==> src/rtl/disp_pkg.sv <==
`default_nettype none
// +----------------------------------------------------------------------+
// | disp_pkg                                                             |
// | Shared types and constants for the multiplexed display scheduler.    |
// | Revision: 1.0                                                        |
// +----------------------------------------------------------------------+
package disp_pkg;

  typedef enum logic [1:0] {
    S_OFF   = 2'd0,
    S_BLANK = 2'd1,
    S_SHOW  = 2'd2
  } state_e;

  localparam logic [1:0] SRC_NONE = 2'b00;
  localparam logic [1:0] SRC_ENT  = 2'b01;
  localparam logic [1:0] SRC_RES  = 2'b10;
  localparam logic [1:0] SRC_ERR  = 2'b11;

  localparam logic [3:0] DIG_OFF = 4'b1111;

  // A digit is blanked only while it and every digit to its left are zero.
  function automatic logic [3:0] lz_mask(input logic [15:0] hex);
    logic [3:0] m;
    m[3] = (hex[15:12] == 4'h0);
    m[2] = m[3] && (hex[11:8] == 4'h0);
    m[1] = m[2] && (hex[7:4] == 4'h0);
    m[0] = 1'b0;
    return m;
  endfunction

  function automatic logic [3:0] dig_enable_n(input logic [1:0] dix);
    logic [3:0] d;
    d = DIG_OFF;
    d[dix] = 1'b0;
    return d;
  endfunction

endpackage
`default_nettype wire

==> src/rtl/refresh_prescaler.sv <==
`default_nettype none
// +----------------------------------------------------------------------+
// | refresh_prescaler                                                    |
// | Free-running divider: one-cycle tick every PRESCALE clock cycles.    |
// | Revision: 1.0                                                        |
// +----------------------------------------------------------------------+
module refresh_prescaler #(
  parameter int PRESCALE = 50000
) (
  input  logic clk,
  input  logic rst,
  output logic tick
);

  localparam int CW = (PRESCALE > 1) ? $clog2(PRESCALE) : 1;
  localparam logic [CW-1:0] C_LAST = CW'(PRESCALE - 1);

  logic [CW-1:0] cnt_q;
  logic [CW-1:0] cnt_d;

  always_comb begin
    cnt_d = cnt_q + CW'(1);
    if (cnt_q == C_LAST) begin
      cnt_d = '0;
    end
  end

  always_ff @(posedge clk) begin
    if (rst) begin
      cnt_q <= '0;
    end else begin
      cnt_q <= cnt_d;
    end
  end

  assign tick = (cnt_q == C_LAST);

endmodule
`default_nettype wire

==> src/rtl/display_scan_sched.sv <==
`default_nettype none
// +----------------------------------------------------------------------+
// | display_scan_sched                                                   |
// | Scans a 4-digit multiplexed display and arbitrates three sources,    |
// | switching source only on frame boundaries.                           |
// | Revision: 1.0                                                        |
// +----------------------------------------------------------------------+
module display_scan_sched
  import disp_pkg::*;
#(
  parameter int PRESCALE  = 50000,
  parameter int BLANK_CYC = 4
) (
  input  logic        clk,
  input  logic        rst,
  input  logic        err_req,
  input  logic [15:0] err_hex,
  input  logic        res_req,
  input  logic [15:0] res_hex,
  input  logic        ent_req,
  input  logic [15:0] ent_hex,
  input  logic        lzs,
  output logic        err_ack,
  output logic        res_ack,
  output logic        ent_ack,
  output logic [3:0]  DIG,
  output logic [3:0]  HEX_OUT,
  output logic [1:0]  src_sel
);

  localparam bit NO_BLANK = (BLANK_CYC <= 0);
  localparam int BW = (BLANK_CYC > 1) ? $clog2(BLANK_CYC) : 1;
  localparam logic [BW-1:0] BLK_LAST = BW'((BLANK_CYC > 0) ? (BLANK_CYC - 1) : 0);

  logic          tick;
  logic          boundary;

  state_e        state_q;
  logic [1:0]    dix_q;
  logic [BW-1:0] blk_q;
  logic [15:0]   shadow_q;
  logic [3:0]    mask_q;
  logic [1:0]    src_q;
  logic [2:0]    ack_q;
  logic [3:0]    dig_q;
  logic [3:0]    hex_q;

  logic          cap_vld_d;
  logic [1:0]    cap_src_d;
  logic [15:0]   cap_hex_d;
  logic [2:0]    cap_ack_d;
  logic [3:0]    cap_mask_d;

  refresh_prescaler #(
    .PRESCALE (PRESCALE)
  ) u_prescaler (
    .clk  (clk),
    .rst  (rst),
    .tick (tick)
  );

  assign boundary = tick && ((state_q == S_OFF) ||
                             ((state_q == S_SHOW) && (dix_q == 2'd0)));

  // Fixed priority: error over result over entry.
  always_comb begin
    cap_vld_d = 1'b1;
    cap_src_d = SRC_NONE;
    cap_hex_d = 16'h0000;
    cap_ack_d = 3'b000;
    if (err_req) begin
      cap_src_d = SRC_ERR;
      cap_hex_d = err_hex;
      cap_ack_d = 3'b100;
    end else if (res_req) begin
      cap_src_d = SRC_RES;
      cap_hex_d = res_hex;
      cap_ack_d = 3'b010;
    end else if (ent_req) begin
      cap_src_d = SRC_ENT;
      cap_hex_d = ent_hex;
      cap_ack_d = 3'b001;
    end else begin
      cap_vld_d = 1'b0;
    end
    cap_mask_d = lzs ? lz_mask(cap_hex_d) : 4'b0000;
  end

  always_ff @(posedge clk) begin
    if (rst) begin
      state_q  <= S_OFF;
      dix_q    <= 2'd3;
      blk_q    <= '0;
      shadow_q <= 16'h0000;
      mask_q   <= 4'b0000;
      src_q    <= SRC_NONE;
      ack_q    <= 3'b000;
      dig_q    <= DIG_OFF;
      hex_q    <= 4'h0;
    end else begin
      ack_q <= 3'b000;
      if (boundary && cap_vld_d) begin
        shadow_q <= cap_hex_d;
        mask_q   <= cap_mask_d;
        src_q    <= cap_src_d;
        ack_q    <= cap_ack_d;
      end

      case (state_q)
        S_OFF: begin
          if (tick) begin
            dix_q <= 2'd3;
            blk_q <= '0;
            if (NO_BLANK) state_q <= S_SHOW;
            else          state_q <= S_BLANK;
          end
        end
        S_BLANK: begin
          if (blk_q == BLK_LAST) begin
            state_q <= S_SHOW;
          end else begin
            blk_q <= blk_q + BW'(1);
          end
        end
        S_SHOW: begin
          if (tick) begin
            dix_q <= dix_q - 2'd1;
            blk_q <= '0;
            if (NO_BLANK) state_q <= S_SHOW;
            else          state_q <= S_BLANK;
          end
        end
        default: begin
          state_q <= S_OFF;
        end
      endcase

      // Outputs follow the state one cycle later; blanked digits still drive HEX_OUT.
      if (state_q == S_SHOW) begin
        hex_q <= shadow_q[{dix_q, 2'b00} +: 4];
        dig_q <= mask_q[dix_q] ? DIG_OFF : dig_enable_n(dix_q);
      end else begin
        dig_q <= DIG_OFF;
      end
    end
  end

  assign err_ack = ack_q[2];
  assign res_ack = ack_q[1];
  assign ent_ack = ack_q[0];
  assign DIG     = dig_q;
  assign HEX_OUT = hex_q;
  assign src_sel = src_q;

endmodule
`default_nettype wire

==> config.mk <==
export PLATFORM = sky130hd
export DESIGN_NAME = display_scan_sched
export DESIGN_NICKNAME = d
export VERILOG_FILES = /design/src/rtl/disp_pkg.sv /design/src/rtl/refresh_prescaler.sv /design/src/rtl/display_scan_sched.sv
export SDC_FILE = /design/constraint.sdc
export NUM_CORES = 1
export LEC_CHECK = 0
export CAP_MARGIN = 20
export CORE_UTILIZATION = 53
export DETAILED_ROUTE_END_ITERATION = 10
export PLACE_DENSITY = 0.95
export SLEW_MARGIN = 20
export SYNTH_ARGS = -nofsm -noshare
export SYNTH_HDL_FRONTEND = slang
export SYNTH_HIERARCHICAL = 1
export SYNTH_SLANG_ARGS = --single-unit
==> constraint.sdc <==
create_clock -name clk -period 5.7 [get_ports clk]
set_clock_uncertainty 0.15 [all_clocks]
set_input_delay 0.855 -clock clk [delete_from_list [all_inputs] [get_ports clk]]
set_output_delay 0.855 -clock clk [all_outputs]
set_load 0.05 [all_outputs]
== After elaboration in Yosys (flattened, before gate mapping) ==
Cells that the tools add are included.

* Register bits: 55
* Input bits: 54
* Output and inout port bits: 13
* Logic and storage cells: 79

* Add/sub/neg operators: 3
* Order comparisons: 2
* Eq/ne operators: 9
* Shift-type cells: 1
* Muxes and demuxes: 26
* Bitwise gates (word level): 3
* Reductions and logical operators: 23

{| class="wikitable"
|+ Operators with widths
! cell !! number
|-
| 16-bit 2-to-1 mux || 3
|-
| 2-bit 2-to-1 mux || 9
|-
| 16-bit by 1-bit adder with 16-bit output (second input constant) || 1
|-
| 16-bit == test (second input constant) || 1
|-
| 16-bit by 5-bit indexed part select with 4-bit output || 1
|-
| 4-bit zero test || 3
|-
| 2-bit case mux with 2 select lines || 3
|-
| 2-bit != test (second input constant) || 4
|-
| 1-bit 2-to-1 mux || 7
|-
| 1-bit logical AND || 6
|-
| 3-bit AND reduction || 2
|-
| 2-bit OR reduction || 3
|-
| 3-bit OR reduction || 2
|-
| 2-bit == test (second input constant) || 2
|-
| 2-bit zero test || 2
|-
| 4-bit 2-to-1 mux || 1
|-
| 4-bit inverter || 1
|-
| 2-bit nonzero test || 2
|-
| 4-bit OR reduction || 1
|-
| 2-bit by 3-bit < comparator with 1-bit output (second input constant) || 1
|-
| 3-bit 2-to-1 mux || 1
|-
| 2-bit by 1-bit adder with 2-bit output (second input constant) || 1
|-
| 1-bit binary-select mux with 2-bit select || 1
|-
| 1-bit demux with 2-bit select || 1
|-
| other kinds (7) || 8
|}

== Depth between registers and ports, before layout ==
* Depth in word-level cells: 7
* Depth in mapped cells: 9
* Mapped depth without buffers: 8

== Hierarchy ==
Netlist, hierarchy kept.

{| class="wikitable"
|+ Modules (own cells, without submodules)
! module !! times used !! cells each !! area an instance (µm²) !! sequential area each (µm²)
|-
| display_scan_sched || 1 || 219 || 1948.1 || 760.7
|-
| refresh_prescaler || 1 || 81 || 710.7 || 320.3
|}

== Worst setup path before layout ==
Ideal clock, no wire load.

* Kind: register -> register
* Start: reg u_prescaler.cnt_q[0]
* End: reg shadow_q[0]
* Setup time: 128 ps
* Data arrival time: 2057 ps
* Data required time: 5422 ps
* Slack: 3365 ps
* Cell stages (with the launch flop): 10
* Path buffers: 1
* Clock period less this slack: 2335 ps
* Cells stage by stage: dfxtp_1 > ha_1 > nand4_2 > and4b_1 > and2b_1 > o21ai_1 > nor2_4 > buf_6 > mux2i_1 > nor2_1

* Word-level cells in the longest chain between the ends: 3

{| class="wikitable"
|+ Ends and longest elaborated chain
! item !! RTL line !! source
|-
| from (decl) || refresh_prescaler.sv:18 || <nowiki>logic [CW-1:0] cnt_q;</nowiki>
|-
| from (signal assigned) || refresh_prescaler.sv:32 || <nowiki>cnt_q <= cnt_d;</nowiki>
|-
| 16-bit == test || refresh_prescaler.sv:36 || <nowiki>assign tick = (cnt_q == C_LAST);</nowiki>
|-
| via tick || display_scan_sched.sv:35 || <nowiki>logic tick;</nowiki>
|-
| 1-bit logical AND || display_scan_sched.sv:62 || <nowiki>assign boundary = tick && ((state_q == S_OFF) ||</nowiki>
|-
| 1-bit logical AND || display_scan_sched.sv:102 || <nowiki>if (boundary && cap_vld_d) begin</nowiki>
|-
| to (signal assigned) || display_scan_sched.sv:103 || <nowiki>shadow_q <= cap_hex_d;</nowiki>
|-
| to (decl) || display_scan_sched.sv:41 || <nowiki>logic [15:0] shadow_q;</nowiki>
|}

The timed path passes the listed nets, and every way through them passes these cells.
A chain may end at the register's enable or synchronous reset.

== Worst setup path in the final report ==
* Start: in res_req
* End: reg mask_q[1]

* Word-level cells in the longest chain between the ends: 6
* Elaborated cells on any way between the ends: 11
* Classes of those cells: 5 x mux; 6 x reduce/logical

{| class="wikitable"
|+ Ends and longest elaborated chain
! item !! RTL line !! source
|-
| from (decl) || display_scan_sched.sv:18 || <nowiki>input logic res_req,</nowiki>
|-
| 16-bit 2-to-1 mux || display_scan_sched.sv:75 || <nowiki>end else if (res_req) begin</nowiki>
|-
| 16-bit 2-to-1 mux || display_scan_sched.sv:71 || <nowiki>if (err_req) begin</nowiki>
|-
| 4-bit zero test, on equally long branches || disp_pkg.sv:25, disp_pkg.sv:26 ||
|-
| 1-bit logical AND || disp_pkg.sv:26 || <nowiki>m[2] = m[3] && (hex[11:8] == 4'h0);</nowiki>
|-
| 1-bit logical AND || disp_pkg.sv:27 || <nowiki>m[1] = m[2] && (hex[7:4] == 4'h0);</nowiki>
|-
| 4-bit 2-to-1 mux || display_scan_sched.sv:86 || <nowiki>cap_mask_d = lzs ? lz_mask(cap_hex_d) : 4'b0000;</nowiki>
|-
| to (signal assigned) || display_scan_sched.sv:104 || <nowiki>mask_q <= cap_mask_d;</nowiki>
|-
| to (decl) || display_scan_sched.sv:42 || <nowiki>logic [3:0] mask_q;</nowiki>
|}

Parallel ways exist; a longest one is shown, timed or not.

==> run_results.csv <==
group,metric,value,unit
status,status,"finished, final reports clean",
finish,nFillCells,341,
timing,rsz0062_at_grt,"no",
grt,grt_max_degree,39,
critical_path,cp-end-kind,"flip-flop",
route,postRouteAntennaNets,0,
die,die_area,5300,um2
finish,seq_area,1080,um2
yosys,synth-simple-area-share,22.8,%
timing,period_needed,3.18,ns
critical_path,timing.rr.end,"mask_q[2]$_SDFFE_PP0P_",
critical_path,start_kind,"input port",
critical_path,worstSetupEndpoint,"mask_q[1]$_SDFFE_PP0P_",
yosys,synth_compound_area_share,11.6,%
yosys,ys_async_sr_fraction,0,%
grt,grt_util_all_layers,25.5,%
die,ios,67,
clock_tree,cts_setup_buffers,0,
power_and_ir_drop,ir_worst_vdd,0.152,mV
grt,grt_pass1_wl,10.2,mm
yosys,syn_avg_cell_area,8.86,um2
finish,drive_gt1_share,5.32,%
yosys,netlist-cell-type-count,42,
yosys,netlist_area,2660,um2
clock_tree,insertion_delay,0.31,ns
critical_path,worstPathRequired,5.79,ns
grt,met3_usage,6.08,%
grt,grtUsageMet1,29.3,%
critical_path,rr_worst_depth,8,
die,die_y,72.8,um
clock_tree,root_buffer,"clkbuf_8",
route,dr.pass1.iters,4,
grt,use_met2,44.8,%
route,avgRoutedWirePerCell,14.8,um
clock_tree,htreeDepth,2,
yosys,synth-xor-area-share,4.61,%
die,rows,25,
yosys,ys.warnings.count,6,
timing,timing_hold_violations_final,0,
critical_path,r2r-start,"u_prescaler/cnt_q[0]$_SDFF_PP0_",
yosys,synthMuxAreaShare,11.7,%
placement,gp_congestion,0.884,
power_and_ir_drop,fin_total_pwr,0.670,mW
clock_tree,clk_pin_slew,0.09,ns
clock_tree,clock-sinks,54,
power_and_ir_drop,power.density,198,nW/um2
yosys,synthTopCellsByArea,"dfxtp_1, mux2i_1, nor2_1, xnor2_1, a21oi_1",
min_path,min_path_type,"flip-flop to flip-flop",
critical_path,r2r_setup_slack,2.88,ns
grt,grt_pass1_vias,2240,
power_and_ir_drop,p_leak,1.24,nW
yosys,synth_top_family_by_area,"simple AND/OR/NAND/NOR gates",
timing,tightest_slew,0.920,ns
grt,overflow,0,
clock_tree,ctsResizeCount,0,
timing,fin_crit_sh,55.8,%
yosys,synth_edf_count,0,
finish,syn2layout_area_growth,27.4,%
route,via_per_inst,5.65,
critical_path,max_stage_delay,1.08,ns
finish,antenna_cells,0,
placement,dp_hpwl,4.59,mm
route,route.final.wire_length,6.26,mm
route,vias,2395,
yosys,ys_seq_elements,54,
finish,nets,416,
placement,io_buffers,66,
critical_path,critPathKind,"input port to flip-flop",
critical_path,critPathSlowestCell,"clkdlybuf4s50_1",
timing,setup-violations-final,0,
clock_tree,holdBufCountCts,0,
critical_path,cp.arrival,3.27,ns
grt,busiest_layer,"met2",
timing,slew_headroom,38.5,%
yosys,yosysTopAreaCell,"dfxtp_1",
yosys,ys_seq_area_share,40.7,%
clock_tree,cts_tree,"done",
yosys,synth_adder_area_share,2.82,%
timing,slew_violations,0,
finish,multi_input_area,1420,um2
route,drt_iter0_drc,177,
critical_path,startpoint,"res_req",
route,post-route-drc-count,0,
yosys,syn_nets,360,
yosys,synth_common_cells,"dfxtp_1, nor2_1, a21oi_1, mux2i_1, nand2_1",
yosys,netlist.area_leader.share,40.7,%
die,core_area,4790,um2
clock_tree,ctsLongestPathBuffers,2,
die,die_x,72.8,um
yosys,synth_flop_cell,"dfxtp_1",
grt,antenna_found_initial,0,
yosys,netlist_instances,300,
flow_run,maxCapViolations,0,
clock_tree,cts_buffers,5,
die,initial_core_util,55.6,%
yosys,synth_most_common_cell,"dfxtp_1",
critical_path,crit_chain,"clkdlybuf4s50_1 > nor2b_2 > a221oi_1 > a21oi_1 > or4_1 > o2bb2ai_1",
critical_path,crit_fanout,28,
timing,setup_tns,0,ns
timing,clock.fmax,0.314,GHz
-- how the worst min path moves through the flow --
stage	from	end	slack [ns]	cells after the start
6_report	mask_q[2]$_SDFFE_PP0P_	mask_q[2]$_SDFFE_PP0P_	0.32	1
2_1_floorplan	u_prescaler/cnt_q[0]$_SDFF_PP0_	u_prescaler/cnt_q[0]$_SDFF_PP0_	0.28	1
4_1_cts	mask_q[2]$_SDFFE_PP0P_	mask_q[2]$_SDFFE_PP0P_	0.32	1
5_1_grt	mask_q[1]$_SDFFE_PP0P_	mask_q[1]$_SDFFE_PP0P_	0.35	1
3_3_place_gp	u_prescaler/cnt_q[0]$_SDFF_PP0_	u_prescaler/cnt_q[0]$_SDFF_PP0_	0.30	1
3_5_place_dp	mask_q[2]$_SDFFE_PP0P_	mask_q[2]$_SDFFE_PP0P_	0.30	1
-- final cells by class --
class	count	share of cell area, %
multi-input cells	214	41.9
repair buffers	67	19.6
clock inverters	2	0.406
flip-flops and latches	54	31.9
clock buffers	6	2.14
well taps	67	2.47
inverters	14	1.55
-- cells in the final DEF, fill, tap and decap left out, types with 4 or more instances in the layout --
cell,instances
a21oi_1,22
a221oi_1,4
a22oi_1,6
clkbuf_8,5
clkdlybuf4s50_1,65
dfxtp_1,54
ha_1,6
inv_1,14
mux2i_1,22
mux4_2,4
nand2_1,15
nand3_1,7
nand3b_1,7
nand4_1,4
nor2_1,50
nor2b_1,8
nor3_1,9
nor4_1,5
o21ai_0,7
xnor2_1,13
-- logic make-up after synthesis --
family | count (synthesis)
xor+xnor | 14
fa+ha+maj | 6
mux | 26
flops | 54
simple gates | 120
compound gates | 48
buf+inv | 32
-- worst max-delay path, delay by kind of cell --
| family | cells | cell delay, ns |
|---|---|---|
| buffers and inverters | 1 | 1.08 |
| and+or+nand+nor | 2 | 0.71 |
| AOI/OAI and AO/OA | 3 | 0.63 |
-- flip-flops by register name, summed over array words and instances, names as in the netlist --
register	flops
mask_q	3
blk_q	2
DIG	4
HEX_OUT	4
src_sel	2
u_prescaler/cnt_q	16
state_q	2
dix_q	2
ack_q	3
shadow_q	16
-- power by group --
part | switching (mW) | total, mW | internal (mW) | leakage (nW)
clock | 0.124 | 0.211 | 0.0870 | 0.0452
sequential | 0.00193 | 0.381 | 0.379 | 0.436
combinational | 0.0330 | 0.0779 | 0.0448 | 0.755
total | 0.159 | 0.670 | 0.511 | 1.24
-- metal layers --
layer,vias to the layer above,routed length [um],part of all wire [%]
li1,1153,-,-
met3,18,389,6.2
met2,94,3230,52
met1,1130,2480,40
met5,-,0,0
met4,0,162,2.6
-- per-stage QoR --
step                      hold slack [ns]  util, %  setup WS, ns  instance area, um2  instances
final                               0.320     70.8          2.52                3390        424
after global routing                0.355     70.8          2.36                3390        424
after CTS                           0.322     70.9          2.50                3390        424
after global placement              0.296     69.1          2.31                3310        416
after detailed placement            0.302     69.1          2.22                3310        416
after floorplan                     0.280        -          3.37                2660        300
(Power assumes the default switching activity.)
